<file path="src/rtl/dcache_assoc.sv">
// dcache_assoc: set-associative write-back data cache with true-LRU
// replacement, a single outstanding miss and a walk-all-entries flush.
module dcache_assoc #(
    parameter int NUM_SETS = 16,
    parameter int NUM_WAYS = 2
) (
    input  logic        clock,
    input  logic        reset,
    input  logic [3:0]  Dmem2proc_response,
    input  logic [63:0] Dmem2proc_data,
    input  logic [3:0]  Dmem2proc_tag,
    input  logic [31:0] proc2Dcache_addr,
    input  logic [63:0] proc2Dcache_data,
    input  logic [1:0]  proc2Dcache_command,
    input  logic [1:0]  proc2Dcache_size,
    input  logic        flush_req,
    output logic [1:0]  proc2Dmem_command,
    output logic [31:0] proc2Dmem_addr,
    output logic [63:0] proc2Dmem_data,
    output logic [63:0] Dcache_data_out,
    output logic        Dcache_valid_out,
    output logic        finished,
    output logic        flush_done
);
    localparam int IDX_W = $clog2(NUM_SETS);
    localparam int WAY_W = $clog2(NUM_WAYS);
    localparam int TAG_W = 32 - 3 - IDX_W;
    localparam int FC_W  = IDX_W + WAY_W;

    localparam logic [1:0] CMD_LOAD  = 2'd1;
    localparam logic [1:0] CMD_STORE = 2'd2;

    typedef enum logic [2:0] {IDLE, WB, FETCH, WAIT, FLUSH} state_t;

    state_t state, state_n;

    logic [NUM_WAYS-1:0] valid_q [NUM_SETS];
    logic [NUM_WAYS-1:0] dirty_q [NUM_SETS];
    logic [TAG_W-1:0]    tag_q   [NUM_SETS][NUM_WAYS];
    logic [63:0]         data_q  [NUM_SETS][NUM_WAYS];
    logic [WAY_W-1:0]    age_q   [NUM_SETS][NUM_WAYS];

    logic [3:0]       pend_tag;
    logic [WAY_W-1:0] victim_q;
    logic [FC_W-1:0]  fcnt;

    logic [2:0]       req_off;
    logic [IDX_W-1:0] req_idx;
    logic [TAG_W-1:0] req_tag;
    logic             req_act;

    logic             hit, inv_found;
    logic [WAY_W-1:0] hit_way, inv_way, lru_way, victim_way;
    logic [63:0]      hit_line, line_sh, ld_data, st_shift, st_line;
    logic [7:0]       size_mask, byte_en;

    logic [IDX_W-1:0] f_set;
    logic [WAY_W-1:0] f_way;
    logic             f_dirty;

    // control strobes from the FSM into the array update
    logic             hit_acc, fill, wb_ack, fetch_ack, fl_adv, fl_wb_ack;
    logic             lru_en;
    logic [WAY_W-1:0] lru_sel;

    assign req_off = proc2Dcache_addr[2:0];
    assign req_idx = proc2Dcache_addr[3 +: IDX_W];
    assign req_tag = proc2Dcache_addr[31 -: TAG_W];
    assign req_act = (proc2Dcache_command == CMD_LOAD) || (proc2Dcache_command == CMD_STORE);

    assign f_set   = fcnt[FC_W-1 -: IDX_W];
    assign f_way   = fcnt[WAY_W-1:0];
    assign f_dirty = valid_q[f_set][f_way] && dirty_q[f_set][f_way];

    // Tag match, lowest invalid way and LRU way for the requested set
    always_comb begin
        hit       = 1'b0;
        hit_way   = '0;
        inv_found = 1'b0;
        inv_way   = '0;
        lru_way   = '0;
        for (int w = 0; w < NUM_WAYS; w++) begin
            if (valid_q[req_idx][w] && (tag_q[req_idx][w] == req_tag)) begin
                hit     = 1'b1;
                hit_way = WAY_W'(w);
            end
            if (!valid_q[req_idx][w] && !inv_found) begin
                inv_found = 1'b1;
                inv_way   = WAY_W'(w);
            end
            if (age_q[req_idx][w] == WAY_W'(NUM_WAYS - 1))
                lru_way = WAY_W'(w);
        end
    end

    assign victim_way = inv_found ? inv_way : lru_way;
    assign hit_line   = data_q[req_idx][hit_way];

    // Load extraction and store byte merge against the hit line
    always_comb begin
        line_sh = hit_line >> {req_off, 3'b000};
        case (proc2Dcache_size)
            2'd0:    begin ld_data = {56'd0, line_sh[7:0]};  size_mask = 8'h01; end
            2'd1:    begin ld_data = {48'd0, line_sh[15:0]}; size_mask = 8'h03; end
            2'd2:    begin ld_data = {32'd0, line_sh[31:0]}; size_mask = 8'h0F; end
            default: begin ld_data = line_sh;                size_mask = 8'hFF; end
        endcase
        byte_en  = size_mask << req_off;
        st_shift = proc2Dcache_data << {req_off, 3'b000};
        st_line  = hit_line;
        for (int b = 0; b < 8; b++)
            if (byte_en[b]) st_line[b*8 +: 8] = st_shift[b*8 +: 8];
    end

    // State register
    always_ff @(posedge clock) begin
        if (reset) state <= IDLE;
        else       state <= state_n;
    end

    // Next state, bus/processor outputs and update strobes; outputs forced low in reset
    always_comb begin
        state_n           = state;
        proc2Dmem_command = 2'd0;
        proc2Dmem_addr    = '0;
        proc2Dmem_data    = '0;
        Dcache_data_out   = '0;
        Dcache_valid_out  = 1'b0;
        finished          = 1'b0;
        flush_done        = 1'b0;
        hit_acc           = 1'b0;
        fill              = 1'b0;
        wb_ack            = 1'b0;
        fetch_ack         = 1'b0;
        fl_adv            = 1'b0;
        fl_wb_ack         = 1'b0;
        case (state)
            IDLE: begin
                if (flush_req) begin
                    state_n = FLUSH;
                end else if (req_act) begin
                    if (hit) begin
                        finished = 1'b1;
                        hit_acc  = 1'b1;
                        if (proc2Dcache_command == CMD_LOAD) begin
                            Dcache_valid_out = 1'b1;
                            Dcache_data_out  = ld_data;
                        end
                    end else begin
                        // invalid ways are never dirty, so dirty alone picks WB
                        state_n = dirty_q[req_idx][victim_way] ? WB : FETCH;
                    end
                end
            end
            WB: begin
                proc2Dmem_command = CMD_STORE;
                proc2Dmem_addr    = {tag_q[req_idx][victim_q], req_idx, 3'b000};
                proc2Dmem_data    = data_q[req_idx][victim_q];
                if (Dmem2proc_response != 4'd0) begin
                    wb_ack  = 1'b1;
                    state_n = FETCH;
                end
            end
            FETCH: begin
                proc2Dmem_command = CMD_LOAD;
                proc2Dmem_addr    = {proc2Dcache_addr[31:3], 3'b000};
                if (Dmem2proc_response != 4'd0) begin
                    fetch_ack = 1'b1;
                    state_n   = WAIT;
                end
            end
            WAIT: begin
                if ((pend_tag != 4'd0) && (Dmem2proc_tag == pend_tag)) begin
                    fill    = 1'b1;
                    state_n = IDLE;
                end
            end
            FLUSH: begin
                if (f_dirty) begin
                    proc2Dmem_command = CMD_STORE;
                    proc2Dmem_addr    = {tag_q[f_set][f_way], f_set, 3'b000};
                    proc2Dmem_data    = data_q[f_set][f_way];
                    if (Dmem2proc_response != 4'd0) begin
                        fl_wb_ack = 1'b1;
                        fl_adv    = 1'b1;
                    end
                end else begin
                    fl_adv = 1'b1;
                end
                if (fl_adv && (fcnt == '1)) begin
                    flush_done = 1'b1;
                    state_n    = IDLE;
                end
            end
            default: state_n = IDLE;
        endcase
        if (reset) begin
            proc2Dmem_command = 2'd0;
            proc2Dmem_addr    = '0;
            proc2Dmem_data    = '0;
            Dcache_data_out   = '0;
            Dcache_valid_out  = 1'b0;
            finished          = 1'b0;
            flush_done        = 1'b0;
        end
    end

    assign lru_en  = hit_acc || fill;
    assign lru_sel = fill ? victim_q : hit_way;

    // Cache arrays, LRU ages, pending tag, victim latch and flush walker
    always_ff @(posedge clock) begin
        if (reset) begin
            for (int s = 0; s < NUM_SETS; s++) begin
                valid_q[s] <= '0;
                dirty_q[s] <= '0;
                for (int w = 0; w < NUM_WAYS; w++)
                    age_q[s][w] <= WAY_W'(w);
            end
            pend_tag <= '0;
            victim_q <= '0;
            fcnt     <= '0;
        end else begin
            // the miss is decided in the last IDLE cycle, so latching every IDLE cycle is enough
            if (state == IDLE)
                victim_q <= victim_way;
            if (hit_acc && (proc2Dcache_command == CMD_STORE)) begin
                data_q[req_idx][hit_way]  <= st_line;
                dirty_q[req_idx][hit_way] <= 1'b1;
            end
            if (wb_ack)
                dirty_q[req_idx][victim_q] <= 1'b0;
            if (fetch_ack)
                pend_tag <= Dmem2proc_response;
            if (fill) begin
                data_q[req_idx][victim_q]  <= Dmem2proc_data;
                tag_q[req_idx][victim_q]   <= req_tag;
                valid_q[req_idx][victim_q] <= 1'b1;
                dirty_q[req_idx][victim_q] <= 1'b0;
                pend_tag                   <= '0;
            end
            if (lru_en) begin
                for (int w = 0; w < NUM_WAYS; w++) begin
                    if (WAY_W'(w) == lru_sel)
                        age_q[req_idx][w] <= '0;
                    else if (age_q[req_idx][w] < age_q[req_idx][lru_sel])
                        age_q[req_idx][w] <= age_q[req_idx][w] + 1'b1;
                end
            end
            if (fl_wb_ack)
                dirty_q[f_set][f_way] <= 1'b0;
            if (fl_adv)
                fcnt <= fcnt + 1'b1;
        end
    end

endmodule

</file>
<file path="config.mk">
export PLATFORM = sky130hd
export DESIGN_NAME = dcache_assoc
export DESIGN_NICKNAME = d
export VERILOG_FILES = /design/src/rtl/dcache_assoc.sv
export SDC_FILE = /design/constraint.sdc
export NUM_CORES = 2
export LEC_CHECK = 0
export CORE_ASPECT_RATIO = 1.4
export CORE_UTILIZATION = 55
export DETAILED_ROUTE_END_ITERATION = 12
export DONT_BUFFER_PORTS = 1
export PLACE_DENSITY = 0.69
export SYNTH_ARGS = -nofsm -noshare
export SYNTH_HDL_FRONTEND = slang
export SYNTH_SLANG_ARGS = --single-unit
</file>
<file path="constraint.sdc">
create_clock -name clock -period 10.6 [get_ports clock]
set_input_delay 2.12 -clock clock [delete_from_list [all_inputs] [get_ports clock]]
set_output_delay 2.12 -clock clock [all_outputs]
set_load 0.05 [all_outputs]
</file>
==> results.sh <==
export IMPL_status="finished clean"
export IMPL_antenna_found_initial=55
export IMPL_overflow=0
export IMPL_max_cap_violations=0
export IMPL_maxSlewHeadroom=0.1018
export IMPL_top_usage_layer="met2"
export IMPL_ir_worst_vdd_uv=170.1
export IMPL_hold_buffers=0
export IMPL_hpwlAfterDp_um=289300
export IMPL_cp_num_buf_inv=4
export IMPL_cpMaxStageDelayCell="or4b_4"
export IMPL_grt_use_met2=0.5764
export IMPL_r2r_start="tag_q[11][49]"
export IMPL_netlist_instances=7436
export IMPL_cts_tree="built"
export IMPL_critPathKind="in -> out"
export IMPL_num_rows=222
export IMPL_cts_path_max_buffers=4
export IMPL_cts_root_buf="clkbuf_16"
export IMPL_final_area_sq_um=160800
export IMPL_cp_required_ns=8.48
export IMPL_post_place_ws_ns=0.2957
export IMPL_cp_startpoint="proc2Dcache_addr[4]"
export IMPL_die_h_um=609.4
export IMPL_ys_flop_type="edfxtp_1"
export IMPL_grt_usage=0.3647
export IMPL_worst_pin_slew_ns=1.310
export IMPL_slowest_delay_ns=0.71
export IMPL_grt_util_met3=0.09595
export IMPL_setup_tns_final_ns=0
export IMPL_crit_fanout=151
export IMPL_cp_arrival_ns=8.18
export IMPL_finalHoldViolCount=0
export IMPL_clock_sinks=2961
export IMPL_vias_per_cell=7.570
export IMPL_nets=7647
export IMPL_seq_area_frac_synth=0.6101
export IMPL_maxSlewViolCount=0
export IMPL_min_from="valid_q[14][1]"
export IMPL_syn_avg_cell_area_sq_um=19.49
export IMPL_fillers=18285
export IMPL_powerDensity_nw_per_um2=164.4
export IMPL_leakage_nw=49.51
export IMPL_clkSlewWorstSetupHoldPaths_ns=0.06
export IMPL_grt_pass1_wl_um=671800
export IMPL_grt_setup_unrepaired="false"
export IMPL_io_buffers=0
export IMPL_ant_nets=0
export IMPL_clock_skew_ns=0.1069
export IMPL_holdCritPathClass="reg -> reg"
export IMPL_met1_usage=0.4559
export IMPL_grt_max_degree=726
export IMPL_yosysUniqueCellTypes=80
export IMPL_fin_crit_sh=0.9714
export IMPL_finalSetupViolCount=0
export IMPL_worst_slack_ns=0.3029
export IMPL_yosysWarnings=0
export IMPL_core_area_sq_um=261700
export IMPL_crit_path_cell_trace="buf_16 > buf_16 > nor2_1 > a22o_1 > nor2_1 > o21ai_0 > or4_1 > a211o_1 > or4b_4 > buf_12 > mux2i_1 > o22ai_1 > a211oi_1 > nor2b_1 > buf_4"
export IMPL_start_kind="primary input"
export IMPL_synth_edf_count=2911
export IMPL_vias=84893
export IMPL_synth_seq_cells=2961
export IMPL_layout_drive_gt1_share=0.3659
export IMPL_clk_insertion_delay_late_ns=0.94
export IMPL_syn_to_final_growth_pct=10.98
export IMPL_cp_end_kind="output port"
export IMPL_syn_area_sq_um=144900
export IMPL_crit_family="simple AND/OR/NAND/NOR gates"
export IMPL_place_area_sq_um=151400
export IMPL_wire_per_inst_um=43.15
export IMPL_grt_pass1_vias=86722
export IMPL_io_pins=340
export IMPL_drt_total_wl_um=483900
export IMPL_die_area_sq_um=265600
export IMPL_final_cell_mix="edfxtp_1, mux4_2, mux2i_1"
export IMPL_die_width_um=435.8
export IMPL_cts_repair_resized=0
export IMPL_cts_buffers_inserted=293
export IMPL_initial_utilization=0.5539
export IMPL_final_common_cell="edfxtp_1"
export IMPL_clock_fmax_mhz=97.12
export IMPL_first_iter_violations=12099
export IMPL_drc=0
export IMPL_synth_async_sr_flop_share=0
export IMPL_dr_pass1_iters=8
export IMPL_gp_congestion=0.9654
export IMPL_h_tree_depth=5
export IMPL_period_minus_slack_ns=10.30
## cell families (layout without fill, tap and decap cells)
kind of cell	Yosys count	count (layout)	synth area share
AOI/OAI and AO/OA	640	640	0.03083
xor gates and xnor gates	56	56	0.003384
adders and majority gates	4	4	0.0003454
buffers and inverters	674	922	0.01998
DFF	2961	2961	0.6101
muxes	2275	2275	0.3114
other	1	60	0.00002588
and+or+nand+nor	825	825	0.02391
## flip-flops by register name, summed over array words and instances, names as in the netlist, named ones only
register	cells
age_q	32
data_q	2048
dirty_q	32
fcnt	5
pend_tag	4
state	3
tag_q	800
valid_q	32
victim_q	1
## path summary, 6_finish.rpt
kind                            slack (ns)             endpoint  cells past startpoint
worst min-delay path                  0.49       valid_q[14][1]                      2
worst max-delay path                  0.30  Dcache_data_out[22]                     15
worst max register to register        4.83       data_q[4][101]                     12
worst min register to register        0.49       valid_q[14][1]                      2
## Yosys cell counts (all sizes together), types with 42 or more instances
library cell  count  area share
o22a             72      0.0044
dfxtp            50      0.0069
mux4           1763        0.27
buf             216      0.0080
o21ai            82      0.0028
nand2           290      0.0075
a21oi           102      0.0035
edfxtp         2911        0.60
mux2            167       0.013
nand3            42      0.0015
inv              57      0.0015
o22ai           100      0.0043
clkbuf          395       0.010
nor2            378      0.0098
mux2i           345       0.024
## timing repair
action	CTS	global route
endpoints found under the setup margin	0	10
endpoints found under the hold margin	0	0
buffers inserted	0	0
## cell type report
cell class	instances	area, sq um	area share
Clock inverter	139	1340	0.008332
Timing Repair Buffer	348	4187	0.02603
Sequential cell	2961	88430	0.5498
Inverter	61	270.3	0.001680
Multi-Input combinational cell	3803	54300	0.3376
Tap cell	3472	4344	0.02701
Clock buffer	374	7825	0.04865
Antenna cell	57	142.6	0.0008868
## routing by layer
| layer | vias up | routed length (um) |
|---|---|---|
| met5 | - | 391 |
| met4 | 52 | 33160 |
| met3 | 1291 | 59050 |
| met2 | 5902 | 232300 |
| met1 | 45498 | 159000 |
| li1 | 32150 | - |
## where the power goes
group          switching (W)  total, W  internal, W
Combinational        0.00194   0.00299      0.00105
Clock                0.00453    0.0103      0.00579
Sequential         0.0000362    0.0131       0.0131
## through the flow
stage	hold WS, ns	total power (W)	util	instances
2_1_floorplan	0.4499	0.01526	-	7438
3_3_place_gp	0.4598	0.01621	0.5785	10639
3_5_place_dp	0.4711	0.01625	0.5785	10639
4_1_cts	0.4824	0.02637	0.6135	11152
5_1_grt	0.5022	0.02696	0.6144	11184
6_report	0.4860	0.02644	0.6147	11215
## worst reg2reg max path, delay by kind of cell (launching register included)
kind	cells	cell delay, ns
xor+xnor	1	0.32
compound gates	1	0.34
buf+inv	3	0.87
flops	1	0.38
mux	2	1.06
simple gates	5	2.46
Note: power is estimated with default switching activity, not from simulation.
